<file path="src/rtl/stopwatch_ctrl.sv">
// rtl/stopwatch_ctrl.sv - stopwatch control FSM, 0.1 s tick prescaler and lap display mux
// Define STOPWATCH_CTRL_LAP_EN to build the LAP state, lap registers and display mux.
module stopwatch_ctrl #(
  parameter int DIV = 5_000_000
) (
  input  logic       clk,
  input  logic       clr,
  input  logic       btn_ss,
  input  logic       btn_lr,
  input  logic [3:0] q_ms,
  input  logic [7:0] q_ss,
  input  logic [7:0] q_mm,
  output logic       ci,
  output logic       count,
  output logic       stop,
  output logic       cnt_clr,
  output logic [3:0] disp_ms,
  output logic [7:0] disp_ss,
  output logic [7:0] disp_mm,
  output logic [2:0] state
);

  localparam int PSC_W = (DIV > 2) ? $clog2(DIV) : 1;
  localparam logic [PSC_W-1:0] PSC_MAX = PSC_W'(DIV - 1);

  typedef enum logic [2:0] {
    IDLE  = 3'd0,
    RUN   = 3'd1,
    PAUSE = 3'd2,
    LAP   = 3'd3,
    FULL  = 3'd4
  } state_t;

  state_t           st;
  state_t           st_next;
  logic [PSC_W-1:0] psc;
  logic             cnt_clr_next;
  logic             counting;
  logic             at_max;
`ifdef STOPWATCH_CTRL_LAP_EN
  logic             lap_load;
  logic [3:0]       lap_ms;
  logic [7:0]       lap_ss;
  logic [7:0]       lap_mm;
`endif

  assign at_max   = (q_mm == 8'h59) && (q_ss == 8'h59) && (q_ms == 4'd9);
  assign counting = (st == RUN) || (st == LAP);

  always_comb begin
    st_next      = st;
    cnt_clr_next = 1'b0;
`ifdef STOPWATCH_CTRL_LAP_EN
    lap_load     = 1'b0;
`endif
    case (st)
      IDLE: begin
        if (btn_ss) st_next = RUN;
        else if (btn_lr) cnt_clr_next = 1'b1;
      end
      RUN: begin
        if (at_max) st_next = FULL;
        else if (btn_ss) st_next = PAUSE;
`ifdef STOPWATCH_CTRL_LAP_EN
        else if (btn_lr) begin
          st_next  = LAP;
          lap_load = 1'b1;
        end
`endif
      end
`ifdef STOPWATCH_CTRL_LAP_EN
      LAP: begin
        if (at_max) st_next = FULL;
        else if (btn_ss) st_next = PAUSE;
        else if (btn_lr) st_next = RUN;
      end
`endif
      PAUSE: begin
        if (btn_ss) st_next = RUN;
        else if (btn_lr) begin
          st_next      = IDLE;
          cnt_clr_next = 1'b1;
        end
      end
      FULL: begin
        if (btn_lr) begin
          st_next      = IDLE;
          cnt_clr_next = 1'b1;
        end
      end
      default: st_next = IDLE;
    endcase
  end

  // Prescaler holds its phase outside RUN/LAP so a resume loses no partial tick.
  always_ff @(posedge clk) begin
    if (clr) begin
      st      <= IDLE;
      psc     <= '0;
      cnt_clr <= 1'b0;
    end else begin
      st      <= st_next;
      cnt_clr <= cnt_clr_next;
      if (cnt_clr) psc <= '0;
      else if (counting) psc <= (psc == PSC_MAX) ? '0 : psc + 1'b1;
    end
  end

`ifdef STOPWATCH_CTRL_LAP_EN
  always_ff @(posedge clk) begin
    if (clr) begin
      lap_ms <= '0;
      lap_ss <= '0;
      lap_mm <= '0;
    end else if (lap_load) begin
      lap_ms <= q_ms;
      lap_ss <= q_ss;
      lap_mm <= q_mm;
    end
  end

  always_comb begin
    disp_ms = q_ms;
    disp_ss = q_ss;
    disp_mm = q_mm;
    if (st == LAP) begin
      disp_ms = lap_ms;
      disp_ss = lap_ss;
      disp_mm = lap_mm;
    end
  end
`else
  assign disp_ms = q_ms;
  assign disp_ss = q_ss;
  assign disp_mm = q_mm;
`endif

  // Masking with at_max keeps the chain from ever passing 59:59.9.
  assign ci    = (psc == PSC_MAX) && counting && !at_max;
  assign count = counting;
  assign stop  = (st == PAUSE) || (st == FULL);
  assign state = st;

endmodule

</file>
<file path="config.mk">
export PLATFORM = sky130hd
export DESIGN_NAME = stopwatch_ctrl
export DESIGN_NICKNAME = d
export VERILOG_FILES = /design/src/rtl/stopwatch_ctrl.sv
export SDC_FILE = /design/constraint.sdc
export NUM_CORES = 1
export LEC_CHECK = 0
export ABC_AREA = 1
export BUFFER_PORTS_ARGS = -buffer_cell sky130_fd_sc_hd__buf_2
export CAP_MARGIN = 10
export CORE_MARGIN = 5
export CORE_UTILIZATION = 52
export CTS_CLUSTER_SIZE = 20
export DETAILED_ROUTE_END_ITERATION = 7
export HOLD_SLACK_MARGIN = 0.1
export MAX_ROUTING_LAYER = met4
export PLACE_DENSITY = 0.79
export SLEW_MARGIN = 20
export SYNTH_ARGS = -nofsm -noshare
export SYNTH_HDL_FRONTEND = slang
export SYNTH_SLANG_ARGS = --single-unit
</file>
<file path="constraint.sdc">
create_clock -name clk -period 1.75 [get_ports clk]
set_input_delay 0.175 -clock clk [delete_from_list [all_inputs] [get_ports clk]]
set_output_delay 0.175 -clock clk [all_outputs]
set_load 0.02 [all_outputs]
</file>
# After elaboration in Yosys (flattened, before gate mapping)
# Cells that the tools add are included.
# op_classes
addsub	1
multipliers	0
div_mod_pow	0
order_cmp	0
n_eq_ne	10
shifts	0
n_mux	10
n_bitwise	0
reduce_logical	11
# op_table
op	count
$add 23x1->23 const B	1
$eq 23x23->1 const B	1
$mux 23	1
$eq 8x7->1 const B	2
$mux 3	5
$pmux 3 s4	1
$eq 3x2->1 const B	2
$eq 4x4->1 const B	1
$logic_and 1x1->1	4
$reduce_or 2->1	2
$eq 3x1->1 const B	1
$eq 3x3->1 const B	1
$logic_not 3->1	1
$ne 3x3->1 const B	1
$logic_or 1x1->1	2
$mux 1	2
$ne 2x2->1 const B	1
$pmux 1 s2	1
$reduce_and 2->1	1
$logic_not 1->1	1
# totals
register_bits	27
latchBits	0
mem_bits_rw	0
rom_bits	0
inputBits	24
word_cells	35
mem_count	0

# Longest topological paths before layout
# depth
ltp_word	5
mapped_depth	10
mapped_depth_nobuf	10

# Worst setup path before layout
# No wires, ideal clock.
# synth_path
path_type	reg-to-output
start	reg st[0], in the netlist state[0]
end	out ci
t_arrival_ns	1.465
required_ns	1.575
setup_slack_ns	0.110
path_stages_with_launch	7
n_path_buf	0
path_cell_list	dfxtp_1 nand2_4 nor2_1 nand3_2 nor2_4 inv_1 a31oi_1
# synth_via
elab_chain_len	4
word_cells_on_any_way	5
# synth_lines
item	line_no	rtl
start: declaration	34	state_t st;
start signal: assignment	102	st <= st_next;
$eq 3x1->1 or $eq 3x2->1 (tied branches)	48	assign counting = (st == RUN) || (st == LAP);
$logic_or 1x1->1 *	48	
$logic_and 1x1->1 * (2 in a row)	139	assign ci = (psc == PSC_MAX) && counting && !at_max;
end: declaration	13	output logic ci,
# Every way passes the cells marked *; elsewhere a longest branch is shown, timed or not.

# Final worst setup path
# layout_path
start	reg psc[6]
end	out ci
# layout_via
elab_chain_len	3
# layout_lines
item	line_no	rtl
start: declaration	36	logic [PSC_W-1:0] psc;
start signal: assignment	105	else if (counting) psc <= (psc == PSC_MAX) ? '0 : psc + 1'b1;
$eq 23x23->1	139	
$logic_and 1x1->1 (2 in a row)	139	
# Every way passes these cells.

==> metrics list <==
- Global Route Usage Sum: 18.2%
- Buffers inserted during clock tree synthesis total 3.
- Antenna violations before repair: 0
* Number of failing setup endpoints in the final timing report: 1
- In this run the remaining antenna-violating nets after routing total 0.
- The worst setup path is captured at an output port.
- Routed len/inst: about 11 microns
- Result of the run: complete, but fails checks
- Yosys warnings: 0
- The floorplan step set the die height to 69.7 microns.
- The clock network is responsible for approximately a quarter of the overall power.
* Standby leakage power: approximately 0.00096 uW
* Fin cells: slightly below 400
* Number of global-route vias before repair: 1673
* Number of optimization iterations in the first detailed-route pass: 4
* Worst Reg2Reg Path Length in Cells: 11
- Worst setup SP type: flop
* Starting DRT DRC Count: 139
- Skew-Pair Late Insertion Delay: 0.33 ns
* Synthesis-to-finish area growth: 15.0%
- The tightest hold path in the finished design has a slack of about 0.13 ns.
* Post-Layout Inst Area: 0.00213 sq mm
- Hold violation total from the final report: 0
- Clock tree synthesis selected as its root buffer the cell sky130_fd_sc_hd__clkbuf_4.
- Of the cells placed in the final design, the portion with a size suffix greater than 1 is around a quarter.
* Met2 Resource Use GR: between 20% and 30%
- The initialized floorplan defines 21 standard-cell rows.
* Boundary pin count: 51
* Data arrival time of the critical path: between 1.5 and 2 ns
- Commonest cells after routing, fill and taps aside: sky130_fd_sc_hd__nand2_1, sky130_fd_sc_hd__nor2_1, sky130_fd_sc_hd__buf_2
- Starting Density: between 50% and 60%
- The number of nets in the synthesized netlist is 330.
* Pin count of the biggest net entering global routing: 16
* Total Nets Final: 369
- Counting flops and latches in the post-synthesis netlist gives 27.
- Peak clock frequency supported by timing: 0.558 GHz
- Average instance area after synthesis: between 6 and 7 sq um
- Routability-driven placement finished with a final weighted congestion of 0.899.
* Most frequent standard cell in the layout excluding fill and tap cells: sky130_fd_sc_hd__nand2_1
* Required arrival time at the worst endpoint: ~1.6 ns
- The internal portion of the total power is roughly 780 uW.
- Max Buffers Root-to-Sink: 2
- The mapped netlist covers 0.00185 sq mm.
- Setup slack on the critical path of the routed design comes to -0.0419 ns.
- The clock net in this run drives a total of 27 sinks.
- In this run, flip-flops and latches consume between 50% and 60% of the power.
- Worst slew margin relative to its limit: 75.5%
* Max FO, Critical Path: 5
- Detailed-route DRC error count: 0
- 0 antenna diodes ended up in the layout.
- Number of instances in the synthesized netlist: between 300 and 400
- Die Outline Area: between 0.004 and 0.005 sq mm
* RSZ-0062 raised after global routing: yes
* Final period utilization: 102%
- The worst hold path belongs to the class in2reg.
- Fill cells in the final layout number 331.
- By startpoint and endpoint, the worst setup path is classified as reg2out.
- Buffers placed on the I/O ports in this run total 50.
- After clock tree synthesis, the clock-pin slew on the worst setup and hold paths is about 0.15 ns.
- CTS H-Tree Depth: 1
- Of the total power, combinational logic draws 17.0%.
- Across the routed clock network, the largest skew measured is slightly below 0.005 ns.
- Maxcap violations: 0
- Worst vdd rail ir drop: between 0.0004 and 0.0005 V
- Vias after detailed routing: between 1500 and 2000
* Tightest Pin Transition: approximately 0.36 ns
- Register area share after synthesis: between 20% and 30%
- Dividing the detail-routed via count by the number of cells gives 4.85.
* Final routed wirelength across all metal layers: about 4300 microns
* Hold depth: 3
* Distinct cell type count of the synthesized netlist: 26
* Overall die width: 69.7 microns
* CTS tree: done
- Global routing finished with a remaining overflow of 0.
* Clock period minus final worst setup slack: 1.79 ns
- The core region is around 0.0034 sq mm.
* Fin. max-slew vios: 0
- In this run the power density over the cells is about 510 mW/mm^2.
- After global routing, the most crowded layer is met2.
* Placed wire-length estimate after detailed placement: between 3000 and 4000 microns
* Global-route wire length before repair: just over 7000 microns
- In this run the cell area measured after placement is around 0.0020 sq mm.
- Failing checks: negative setup slack
- Instance count after placement with tap cells included: 381
* Psw: between 300 and 400 uW
- Fraction of power spent switching nets: around 29%
- Met3 GRT Util: about 4.3%
- GR met1 Demand/Resource: 23.1%
* Post-Route Setup TNS: -0.0419 ns
==> sequential cells by signal, summed over array words and instances, names as in the netlist <==
signal   count
psc         23
cnt_clr      1
state        3
==> cell families after synthesis <==
family	after synthesis	share of synthesized area, %
AND/OR/NAND/NOR	193	45.6
buffers and inverters	64	17.5
flip-flops	27	29.2
AO/OA/AOI/OAI	14	4.12
XOR/XNOR	5	2.36
multiplexers	1	0.540
adder cells (fa/ha/maj)	1	0.675
==> per-stage QoR <==
stage                     worst slack (ns)  total power, uW  util, %
after global placement               0.155              824     59.3
final                              -0.0419             1100     62.9
after CTS                          -0.0432             1110     62.1
after detailed placement             0.131              826     59.3
after floorplan                      0.110              785        -
after global routing                -0.173             1160     62.9
==> power groups by stage <==
stage | sequential (uW) | clock [uW] | combinational (uW)
2_1_floorplan | 648 | 0 | 137
3_3_place_gp | 644 | 0 | 180
3_5_place_dp | 644 | 0 | 182
4_1_cts | 632 | 294 | 187
5_1_grt | 633 | 322 | 207
6_report | 631 | 280 | 186
==> final timing paths <==
kind | endpoint | slack, ns | from
max | ci | -0.04 | psc[6]
min | state[0] | 0.13 | btn_ss
max reg2reg | psc[18] | 0.19 | psc[0]
min reg2reg | psc[7] | 0.52 | psc[7]
==> critical path, cell delays in order, from the launching register on <==
cell,delay [ns]
sky130_fd_sc_hd__dfxtp_2,0.37
sky130_fd_sc_hd__inv_1,0.09
sky130_fd_sc_hd__nand2_1,0.07
sky130_fd_sc_hd__nor2_1,0.13
sky130_fd_sc_hd__nand3_2,0.12
sky130_fd_sc_hd__nor2_4,0.13
sky130_fd_sc_hd__inv_1,0.04
sky130_fd_sc_hd__a31oi_1,0.15
sky130_fd_sc_hd__buf_4,0.17
==> repair_timing <==
action | CTS | global route
hold buffers | 2 | 0
gates resized for setup | 13 | 11
pin swaps | 3 | 2
endpoints found under the setup margin | 1 | 1
setup buffers | 2 | 0
cloned | 0 | 0
hold endpoints to repair | 2 | 0
==> Yosys cell counts (all sizes together) <==
master | count | area (sq um)
nand2 | 78 | 300
nor2 | 74 | 319
inv | 42 | 158
dfxtp | 27 | 541
nand3 | 23 | 120
buf | 22 | 166
nor3 | 10 | 55.1
a21oi | 7 | 35.0
nand4 | 7 | 43.8
xor2 | 5 | 43.8
o21ai | 4 | 20.0
a211oi | 1 | 7.51
a21o | 1 | 7.51
a31oi | 1 | 6.26
ha | 1 | 12.5
mux2i | 1 | 10.0
nand3b | 1 | 7.51
==> layer usage <==
metal / wire, microns / up-vias
met1: 1960 / 835
li1: - / 1002
met3: 255 / 4
met4: 34 / 0
met5: 0 / -
met2: 2010 / 47
==> cell type report <==
| type | count | area [sq um] | share of cell area (%) |
|---|---|---|---|
| timing repair buffer | 56 | 303 | 14.2 |
| inverter | 42 | 158 | 7.40 |
| multi-input combinational | 214 | 1020 | 48.0 |
| tap | 46 | 57.6 | 2.70 |
| sequential | 27 | 563 | 26.4 |
| clock buffer | 4 | 26.3 | 1.23 |
No activity file was read; power rests on OpenSTA's default activity.
